[src/rtl/irq_capture_32.sv]
// Interrupt/event capture: synchronises up to 32 async lines, latches them as pending
// bits (edge or level), masks them onto dout and derives a registered irq/irq_id pair.
module irq_capture_32 #(
    parameter int SIGNAL_IN_NUM = 32,
    parameter int SYNC_STAGES   = 2,
    localparam int ID_W = (SIGNAL_IN_NUM > 1) ? $clog2(SIGNAL_IN_NUM) : 1
) (
    input  logic                     clk,
    input  logic                     rst_n,
    input  logic [SIGNAL_IN_NUM-1:0] irq_in,
    input  logic [SIGNAL_IN_NUM-1:0] irq_mask,
    input  logic [SIGNAL_IN_NUM-1:0] irq_mode,
    input  logic                     clr_valid,
    input  logic [SIGNAL_IN_NUM-1:0] clr_bits,
    output logic                     clr_ready,
    output logic [SIGNAL_IN_NUM-1:0] pend,
    output logic [SIGNAL_IN_NUM-1:0] dout,
    output logic                     irq,
    output logic [ID_W-1:0]          irq_id,
    output logic                     irq_id_valid
);

    localparam logic [SIGNAL_IN_NUM-1:0] ZERO_N = {SIGNAL_IN_NUM{1'b0}};
    localparam logic [ID_W-1:0]          ZERO_ID = {ID_W{1'b0}};

    // Lowest set bit wins; scanning downward lets lower indices overwrite higher ones.
    function automatic logic [ID_W-1:0] lowest_index(input logic [SIGNAL_IN_NUM-1:0] vec);
        logic [ID_W-1:0] idx;
        idx = ZERO_ID;
        for (int i = SIGNAL_IN_NUM - 1; i >= 0; i--) begin
            if (vec[i]) begin
                idx = ID_W'(i);
            end else begin
                idx = idx;
            end
        end
        return idx;
    endfunction

    logic [SIGNAL_IN_NUM-1:0] sync_r [SYNC_STAGES];
    logic [SIGNAL_IN_NUM-1:0] sync_s;
    logic [SIGNAL_IN_NUM-1:0] prev_r;
    logic [SIGNAL_IN_NUM-1:0] pend_r;
    logic [SIGNAL_IN_NUM-1:0] set_s;
    logic [SIGNAL_IN_NUM-1:0] clr_s;
    logic [SIGNAL_IN_NUM-1:0] pend_next_s;
    logic [SIGNAL_IN_NUM-1:0] dout_s;
    logic                     accept_s;
    logic                     clr_ready_r;
    logic                     busy_r;
    logic                     irq_r;
    logic [ID_W-1:0]          irq_id_r;
    logic                     irq_id_valid_r;

    assign sync_s = sync_r[SYNC_STAGES-1];
    assign dout_s = pend_r & irq_mask;

    // Per-line synchroniser chain; stage 0 is the only flop seeing the raw async input.
    always_ff @(posedge clk or negedge rst_n) begin
        if (!rst_n) begin
            for (int k = 0; k < SYNC_STAGES; k++) begin
                sync_r[k] <= ZERO_N;
            end
        end else begin
            sync_r[0] <= irq_in;
            for (int k = 1; k < SYNC_STAGES; k++) begin
                sync_r[k] <= sync_r[k-1];
            end
        end
    end

    // Next pending state: edge bits are sticky with set beating a same-edge clear,
    // level bits simply follow the synchronised input and ignore clears.
    always_comb begin
        accept_s    = 1'b0;
        clr_s       = ZERO_N;
        set_s       = ZERO_N;
        pend_next_s = ZERO_N;
        accept_s    = clr_valid & clr_ready_r & ~busy_r;
        if (accept_s) begin
            clr_s = clr_bits & irq_mode;
        end else begin
            clr_s = ZERO_N;
        end
        set_s       = sync_s & ~prev_r & irq_mode;
        pend_next_s = (irq_mode & ((pend_r & ~clr_s) | set_s)) | (~irq_mode & sync_s);
    end

    // Edge history tracks the synchronised input in both modes so mode switches are glitch-free.
    always_ff @(posedge clk or negedge rst_n) begin
        if (!rst_n) begin
            prev_r <= ZERO_N;
            pend_r <= ZERO_N;
        end else begin
            prev_r <= sync_s;
            pend_r <= pend_next_s;
        end
    end

    // Clear port: one busy cycle after every accept, ready otherwise.
    always_ff @(posedge clk or negedge rst_n) begin
        if (!rst_n) begin
            clr_ready_r <= 1'b0;
            busy_r      <= 1'b0;
        end else begin
            busy_r      <= accept_s;
            clr_ready_r <= ~accept_s;
        end
    end

    // Aggregate interrupt and priority index, registered from the masked vector.
    always_ff @(posedge clk or negedge rst_n) begin
        if (!rst_n) begin
            irq_r          <= 1'b0;
            irq_id_r       <= ZERO_ID;
            irq_id_valid_r <= 1'b0;
        end else begin
            irq_r          <= |dout_s;
            irq_id_r       <= lowest_index(dout_s);
            irq_id_valid_r <= |dout_s;
        end
    end

    assign clr_ready    = clr_ready_r;
    assign pend         = pend_r;
    assign dout         = dout_s;
    assign irq          = irq_r;
    assign irq_id       = irq_id_r;
    assign irq_id_valid = irq_id_valid_r;

endmodule

[config.mk]
export PLATFORM = sky130hd
export DESIGN_NAME = irq_capture_32
export DESIGN_NICKNAME = d
export VERILOG_FILES = /design/src/rtl/irq_capture_32.sv
export SDC_FILE = /design/constraint.sdc
export NUM_CORES = 1
export LEC_CHECK = 0
export BUFFER_PORTS_ARGS = -buffer_cell sky130_fd_sc_hd__buf_2
export CORE_MARGIN = 1.5
export CORE_UTILIZATION = 46
export DETAILED_ROUTE_END_ITERATION = 6
export PLACE_DENSITY = 0.78
export SETUP_SLACK_MARGIN = 0.5
export SKIP_LAST_GASP = 1
export SYNTH_ARGS = -nofsm -noshare
export SYNTH_HDL_FRONTEND = slang
export SYNTH_SLANG_ARGS = --single-unit
[constraint.sdc]
create_clock -name clk -period 1.85 [get_ports clk]
set_input_delay 0.2775 -clock clk [delete_from_list [all_inputs] [get_ports clk]]
set_output_delay 0.2775 -clock clk [all_outputs]
set_load 0.02 [all_outputs]
==> metrics.txt <==
outcome finished, final reports clean; final slew viol count 0; Synth Warn # 0; largest net degree at the start of global routing just under 50; Worst EP required between 1.5 and 2 ns; Fmax around 630 MHz; final wirelength about 16000 um; initial antenna violation count 0; CTS H-Tree Depth 4; Yosys reg bits 136; Slowest-stage cell, CP dfrtp_1; drt initial violations 201; nets 827; asr flop ratio synth 1.00; post-DR vias/cell 5.11; GRT Total Usage 0.290; worst-path fanout max 3; Slowest Stage Delay on Critical Path 0.41 ns; Final TNS setup 0 ns; Port Buf Inserts 202; Skew-Pair Late Insertion Delay 0.52 ns; critical path type reg2out; grt total ovfl 0; most frequent cells in the layout buf_2, dfrtp_1, buf_6, nand2_1, buf_4; CTS max path bufs 2; Worst Hold Class in2reg; cell mode on critical path buf_6; commonest non-fill, non-tap cell in the layout buf_2; clock root buffer clkbuf_8; Syn Area/Cell 13.1 sq um; FILL cells 498; clock transition at the registers of the reported paths 0.06 ns; vias in the first global route 4637; Final period util 0.860; P&R area growth vs syn 76.6%; Slew headroom 0.702; Slew @ Worst Pin 0.446 ns; final setup violation count 0; die height 103 um; Synthesized Nets around 480; Syn Inst Count 352; Starting Density 0.473; Seq/Total Area, Yosys 0.736; Wirelength per Cell 18.8 um; worst setup margin ~0.26 ns; CP Buf/Inv Count 2; Post-route DRC 0; Pleak 4.00 nW; CTS tree built; Clock Sinks 136; Post-DP HPWL roughly 8700 um; total CTS buffers 17; first-pass GRT wire length 22400 um; RSZ-0062 raised after global routing yes; die area between 10000 and 15000 sq um; crit path cell chain buf_6 -> and2_4 -> buf_6; Final ANT Viol Nets 0; IR drop worst, VDD between 700 and 800 uV; Top FF cell, synth dfrtp_1; routed vias 4310; startpoint types flop; Synth cell types 35; Worst Skew 0.00962 ns; row count 36; number of flops mapped to enable cells by yosys 0; # IOs 203; Final Power a little over 8 mW; data arrival time of the critical path 1.31 ns; Final Hold Fails 0; Post-Syn Area approximately 4600 sq um; final period demand of the worst path 1.59 ns; worst slack, placed 0.248 ns; Top delay family on crit path flip-flops; Die Wd around 100 um; CP Capture Type primary output; Core Region 9770 sq um; DRT Pass-1 Iters 4; Routability Congestion 0.876; layout cells sized above 1 0.575; pwr/cell area 1000 nW/um^2; max cap viols 0
[area by class of cell]
class                      instances  area (sq um)  area share
timing repair buffer             329          2600       0.318
antenna                            1          2.50    0.000306
tap                              133           166      0.0204
clock inverter                    15           165      0.0202
inverter                          22          92.6      0.0113
clock buffer                      17           414      0.0507
multi-input combinational        190          1300       0.160
sequential                       136          3420       0.419
[flip-flops by register name (all words and copies together), names as in the netlist]
signal	flops
prev_r	32
sync_r	32
sync_s	32
busy_r	1
pend	32
irq_id_valid	1
irq_id	5
clr_ready	1
[cell families after synthesis]
group,Yosys count,synth area share
AOI/OAI and AO/OA,65,0.124
and+or+nand+nor,125,0.117
buffers and inverters,26,0.0227
DFF,136,0.736
[layer usage]
layer | wire length [um] | vias to the layer above | global-route usage
li1 | - | 1927 | -
met1 | 5610 | 2114 | 0.305
met2 | 8590 | 211 | 0.516
met3 | 959 | 58 | 0.0833
met4 | 692 | 0 | 0.173
met5 | 0 | - | 0
[metrics by stage]
| stage | utilization | hold WS (ns) | area, sq um | cells |
|---|---|---|---|---|
| global placement | 0.602 | 0.239 | 5890 | 688 |
| floorplan | - | -0.0181 | 4660 | 352 |
| global route | 0.835 | 0.0135 | 8160 | 842 |
| CTS | 0.805 | 0.0168 | 7870 | 820 |
| finish | 0.836 | 0.0318 | 8170 | 843 |
| detailed placement | 0.602 | 0.239 | 5890 | 688 |
[where the power goes]
part           internal, mW  switching (mW)  total, mW
clock network          1.94            1.33       3.27
logic                 0.847           0.744       1.59
registers              3.18           0.145       3.32
total                  5.97            2.22       8.19
[timing repair]
action / 4_1_cts / 5_1_grt
hold endpoints to repair: 77 / 0
hold buffers: 33 / 0
setup buffers: 67 / 22
endpoints found under the setup margin: 72 / 76
pin swaps: 39 / 14
gates cloned: 0 / 0
resized for setup: 185 / 38
[Yosys cell counts (2+ instances only)]
cell type,n,area (sq um)
and2_1,12,75.1
a32o_1,31,310
nand2_1,89,334
nand4_1,2,12.5
a22oi_1,4,30.0
nor3_1,2,10.0
inv_1,19,71.3
nor2_1,8,30.0
a21oi_1,6,30.0
inv_2,3,11.3
a2111oi_2,2,30.0
nor2b_1,2,12.5
a22o_1,6,52.6
a311oi_1,2,17.5
o21ai_1,2,10.0
nand3_1,4,20.0
buf_2,3,15.0
dfrtp_1,136,3400
o211ai_1,3,22.5
[worst paths after layout]
check | cells after the start | end | slack [ns] | start
max reg2reg | 5 | irq_id[1] | 0.26 | pend[30]
min in group asynchronous | 2 | sync_r[52] | 0.25 | rst_n
max in group asynchronous | 3 | pend[31] | 0.98 | rst_n
min | 2 | pend[20] | 0.03 | irq_mode[20]
max | 3 | dout[0] | 0.26 | pend[0]
min reg2reg | 0 | sync_s[12] | 0.34 | sync_r[44]
Note: power is estimated with default switching activity, not from simulation.
